===== config.mk =====
export PLATFORM = sky130hd
export DESIGN_NAME = mult_int4b_top
export DESIGN_NICKNAME = d
export VERILOG_FILES = /design/src/rtl/mult_int4b_top.sv
export SDC_FILE = /design/constraint.sdc
export NUM_CORES = 1
export LEC_CHECK = 0
export CAP_MARGIN = 20
export CORE_AREA = 2 2 39 41
export CTS_CLUSTER_DIAMETER = 150
export DETAILED_ROUTE_END_ITERATION = 12
export DIE_AREA = 0 0 41 43
export HOLD_SLACK_MARGIN = 0.06
export PLACE_DENSITY = 0.72
export SLEW_MARGIN = 25
export SYNTH_ARGS = -nofsm -noshare
export SYNTH_HDL_FRONTEND = slang
export SYNTH_SLANG_ARGS = --single-unit

===== constraint.sdc =====
create_clock -name clk -period 1.3 [get_ports clk]
set_clock_uncertainty 0.2 [all_clocks]
set_input_delay 0.26 -clock clk [delete_from_list [all_inputs] [get_ports clk]]
set_output_delay 0.26 -clock clk [all_outputs]
set_load 0.1 [all_outputs]

===== src/rtl/mult_int4b_top.sv =====
`default_nettype none
// ============================================================================
// Module   : mult_int4b_top
// Brief    : Two-stage signed constant-coefficient multiplier with optional
//            low-order truncation (floor to a multiple of 2^APPROX_LSBS).
// Revision : 1.0
// ============================================================================
module mult_int4b_top #(
    parameter int BIT_WIDTH   = 4,
    parameter int OUT_WIDTH   = 2 * BIT_WIDTH,
    parameter int COEF        = 5,
    parameter int APPROX_LSBS = 0
) (
    input  logic                 clk,
    input  logic                 rst_n,
    input  logic [BIT_WIDTH-1:0] inp,
    input  logic                 in_valid,
    output logic [OUT_WIDTH-1:0] out,
    output logic                 out_valid
);

    localparam logic [BIT_WIDTH-1:0] c_coef_bits = COEF[BIT_WIDTH-1:0];
    localparam logic [OUT_WIDTH-1:0] c_keep_mask = {OUT_WIDTH{1'b1}} << APPROX_LSBS;

    logic [BIT_WIDTH-1:0] inp_q;
    logic                 vld1_q;
    logic [OUT_WIDTH-1:0] prod_q;
    logic [OUT_WIDTH-1:0] prod_d;
    logic                 vld2_q;

    logic [OUT_WIDTH-1:0] w_inp_ext;
    logic [OUT_WIDTH-1:0] w_acc [BIT_WIDTH+1];

    assign w_inp_ext = {{(OUT_WIDTH-BIT_WIDTH){inp_q[BIT_WIDTH-1]}}, inp_q};
    assign w_acc[0]  = '0;

    // Modulo-2^OUT_WIDTH accumulation is exact because the product always fits.
    for (genvar j = 0; j < BIT_WIDTH; j++) begin : g_row
        if (c_coef_bits[j]) begin : g_keep
            if (j == BIT_WIDTH - 1) begin : g_neg
                assign w_acc[j+1] = w_acc[j] - (w_inp_ext << j);
            end else begin : g_pos
                assign w_acc[j+1] = w_acc[j] + (w_inp_ext << j);
            end
        end else begin : g_prune
            assign w_acc[j+1] = w_acc[j];
        end
    end

    // Clearing low bits of a two's-complement value floors it toward -inf.
    assign prod_d = w_acc[BIT_WIDTH] & c_keep_mask;

    always_ff @(posedge clk or negedge rst_n) begin
        if (!rst_n) begin
            inp_q  <= '0;
            vld1_q <= 1'b0;
            prod_q <= '0;
            vld2_q <= 1'b0;
        end else begin
            inp_q  <= inp;
            vld1_q <= in_valid;
            prod_q <= prod_d;
            vld2_q <= vld1_q;
        end
    end

    assign out       = prod_q;
    assign out_valid = vld2_q;

endmodule
`default_nettype wire


# Yosys cells after proc, flatten, opt, wreduce, memory -nomap -nowiden
# Cells that the tools add are included.
dict set report op_classes {
  addsub 1
}
# operator count
set ops {}
lappend ops {{adder 4 x 6 -> 7 bit} 1}
dict set report totals {
  ff_bits 14
  in_bits 7
  output_inout_bits 9
  wordCells 5
}

# Logic depth before layout (Yosys ltp)
dict set report logic_depth {
  ltp_word 1
  ltp_mapped 4
  mapped_depth_nobuf 4
}

# Least setup slack after synthesis
# No wires, ideal clock.
dict set report synth_path {
  path_type {reg-to-output}
  startpoint {register out[6] (netlist name)}
  endpoint {output port out[7]}
  arrival_time_ns 1.324
  required_ns 0.840
  path_slack_ns -0.484
  stages_incl_launch_ff 2
  n_path_buf 1
  cell_sequence {dfrtp_1 buf_4}
}
# element line
set synth_lines {}
lappend synth_lines {{end, declared} 18} ;# output logic [OUT_WIDTH-1:0] out,

# Worst setup path after layout
dict set report layout_path {
  startpoint {register inp_q[2]}
  endpoint {register prod_q[3] (netlist: out[3])}
}
dict set report layout_between {
  elab_chain_cells 1
}
# element line
set layout_lines {}
lappend layout_lines {{start, declared} 25} ;# logic [BIT_WIDTH-1:0] inp_q;
lappend layout_lines {{start signal, assigned} 60} ;# inp_q <= inp;
lappend layout_lines {{adder 4 x 6 -> 7 bit} 43} ;# assign w_acc[j+1] = w_acc[j] + (w_inp_ext << j);
lappend layout_lines {{named net prod_d[3]} 28} ;# logic [OUT_WIDTH-1:0] prod_d;
lappend layout_lines {{end signal, assigned} 62} ;# prod_q <= prod_d;
lappend layout_lines {{end, declared} 27} ;# logic [OUT_WIDTH-1:0] prod_q;
# The timed path passes the listed nets, and every way through them passes these cells.

==> summary.txt <==
Power
  • Reg power frac: a little over two fifths
  • Power Density: 1370 nW/um^2
  • Leak Pwr: roughly 0.35 nW
  • Peak VDD IR: 0.587 mV
  • Net Sw Frac: 34.7%
  • Int Power: 0.705 mW
  • Clock share of power: between 20% and 30%
  • Comb power frac: approximately a third
  • Psw: 0.375 mW

Synth
  • Register area share after synthesis: approximately 76%
  • Top post-synthesis cells by count: dfrtp_1 (13), inv_1 (4), ha_1 (3)
  • Count leader, synth: dfrtp_1
  • Ys Warns: 0
  • Mean Syn Cell Area: 16.5 sq um
  • Top cells by area, synth: dfrtp_1 (76%), ha_1 (8.8%), fa_1 (4.7%)
  • Synth Register Bits: 13
  • Yosys top cell by area: dfrtp_1
  • Synthesized area: roughly 430 sq um
  • EDFF count, synth: 0
  • Top_reg_cell synth: dfrtp_1
  • Distinct cells, synth: 9
  • Cells after Synth: 26
  • Yosys top cell area share: about 76%
  • Post-Syn Nets: 37
  • Ys async rst share: 100%

STA
  • Final worst-path cycle share: 111%
  • Hold Vio Cnt, Final: 0
  • Final worst slack: -145 ps
  • Slew Viols, Final: 0
  • RSZ-0062 raised after global routing: true
  • Max Clk Rate: 0.692 GHz
  • Slew headroom: between 80% and 90%
  • Worst-margin pin slew: approximately 160 ps
  • Final setup viols: 11
  • Post-route minimum period: roughly 1400 ps

Min path
  • Tightest Hold Check Type: in2async

Die
  • Die height: 43 um
  • Core Region: 1380 sq um
  • Die width: about 41 um
  • # rows: 14
  • Starting Density: between 30% and 40%
  • Die area: 1760 sq um
  • I/O pin total: 16

Clock tree
  • CTS tree: built
  • Cts hold-fix bufs: 0
  • Htree depth: 1
  • Clock Pin Slew Worst Setup and Hold Paths: ~70 ps
  • Num CTS Buffers: 3
  • Clock Root Buffer: clkbuf_4
  • CTS max path bufs: 2
  • Clk_lat worst skew: ~270 ps
  • Clk sinks: 13

Worst setup path
  • Critical Path Source Type: register
  • CP Max Fanout: 2
  • Critical path required time: 1270 ps
  • Worst Setup Path Type: reg2reg
  • CP Cell Sequence: ha_2 -> inv_2 -> fa_2 -> inv_2
  • Bufs and invs on worst path: 2
  • Worst stage delay on the critical path: approximately 520 ps
  • Reg2Reg Setup Slack: -150 ps
  • RR Startpoint: inp_q[2]
  • CP Capture Type: register
  • Arr. time, crit path: roughly 1400 ps
  • CP max-delay cell: fa_2
  • CP most frequent cell: inv_2
  • CP top delay family: adder cells
  • Reg-to-reg endpoint: out[3]
  • Worst Reg-to-Reg Cells: 4

Global routing
  • Total track usage: between 10% and 20%
  • First-pass GRT wire length: around 1.1 mm
  • Largest net degree at the start of global routing: 14
  • Vias in the first global route: about 260
  • Initial antenna violation count: 0
  • Grt total ovfl: 0

Finish
  • Diodes inserted: 0
  • Fill cells: approximately 110
  • Syn-to-layout area delta: 84.5%
  • NumNets Final: 61
  • Multi-input gate area: ~110 sq um
  • Layout Cells excl Fill: 65
  • Share of layout cells above drive strength 1: between 60% and 70%
  • Post-Layout Inst Area: approximately 790 sq um
  • Reg area: between 300 and 400 sq um

Routing
  • DR iter-0 viols: 2
  • Pre-antenna DRT Iters: 2
  • Vias: 261
  • DR DRC count: 0
  • Vias per Instance: approximately 4.0
  • Post-DRT Antenna Nets: 0
  • Routed wire length per instance: roughly 9.6 um
  • Total Wirelength: roughly 630 um

Run status
  • Status: complete, but fails checks
  • Failing checks: negative setup slack

Place
  • Post-Place Cell Area: ~720 sq um
  • Placed Instances: 60
  • Gpl congestion: ~0.75
  • Port Buffers: 15
  • Post-DP HPWL: 475 um

Flow run
  • Max-Cap Viols: 0
## cell usage in the layout (no fill, tap or decap), types with 2 or more instances in the layout
cell type | synthesis | routed
inv_1 | 4 | 2
buf_12 | 0 | 9
dfrtp_2 | 0 | 7
clkbuf_4 | 0 | 3
dfrtp_1 | 13 | 5
inv_2 | 0 | 2
buf_4 | 1 | 4
clkdlybuf4s50_1 | 0 | 6
## registers in the layout, indices dropped and copies added (netlist names)
| register | cells |
|---|---|
| out | 7 |
| inp_q | 4 |
| out_valid | 1 |
| vld1_q | 1 |
## power groups by stage
stage                     clock, mW  combinational (mW)  sequential [mW]
final                         0.241               0.375            0.464
after floorplan                   0              0.0396            0.631
after detailed placement          0               0.357            0.473
after CTS                     0.246               0.370            0.465
after global routing          0.275               0.392            0.468
after global placement            0               0.353            0.472
## kinds of logic after synthesis
group | Yosys count | share of synthesized area [%]
flip-flops | 13 | 76.0
buffers and inverters | 5 | 5.26
adder cells (fa/ha/maj) | 4 | 13.5
AND/OR/NAND/NOR | 2 | 2.04
AO/OA/AOI/OAI | 1 | 1.17
XOR/XNOR | 1 | 2.05
## per-layer routing
layer  share of wire (%)  GRT usage (%)  vias up
met5                   0              0        -
met4                 5.0           8.00        0
met3                 7.8           4.71        5
met2                  56           14.4       14
met1                  31           11.1      116
li1                    -              -      126
## worst max-delay path by stage
stage / from / endpoint / slack (ps) / depth (start not counted)
2_1_floorplan: inp_q[2] / out[4] / -40 / 4
3_3_place_gp: inp_q[2] / out[4] / -70 / 4
3_5_place_dp: inp_q[2] / out[4] / -140 / 4
4_1_cts: inp_q[2] / out[3] / -150 / 4
5_1_grt: inp_q[2] / out[3] / -180 / 4
6_report: inp_q[2] / out[3] / -150 / 4
## through the flow
step / TNS (ps) / setup slack [ps] / hold slack [ps] / util [%] / total power, mW
finish: -563 / -145 / 80.2 / 57.1 / 1.08
global route: -963 / -180 / 101 / 57.1 / 1.13
CTS: -644 / -151 / 82.8 / 56.0 / 1.08
detailed placement: -300 / -138 / 142 / 52.3 / 0.830
global placement: -140 / -67.4 / 135 / 52.3 / 0.825
floorplan: -101 / -35.9 / -236 / - / 0.671
## cell type report
cell class / instances / area share (%)
Sequential cell: 13 / 42.8
Multi-Input combinational cell: 8 / 13.8
Inverter: 4 / 1.90
Clock buffer: 4 / 3.33
Tap cell: 16 / 2.54
Timing Repair Buffer: 20 / 35.7
## what timing repair did
action / 4_1_cts / 5_1_grt
gates resized for setup: 5 / 3
setup buffers: 0 / 1
endpoints found under the setup margin: 12 / 12
pin swaps: 2 / 5
## worst register-to-register path, cell delays in order (launching register included)
cell and delay [ps]:
dfrtp_1 360, ha_2 190, inv_2 40, fa_2 520, inv_2 30
Power figures use the tool's default switching activity.
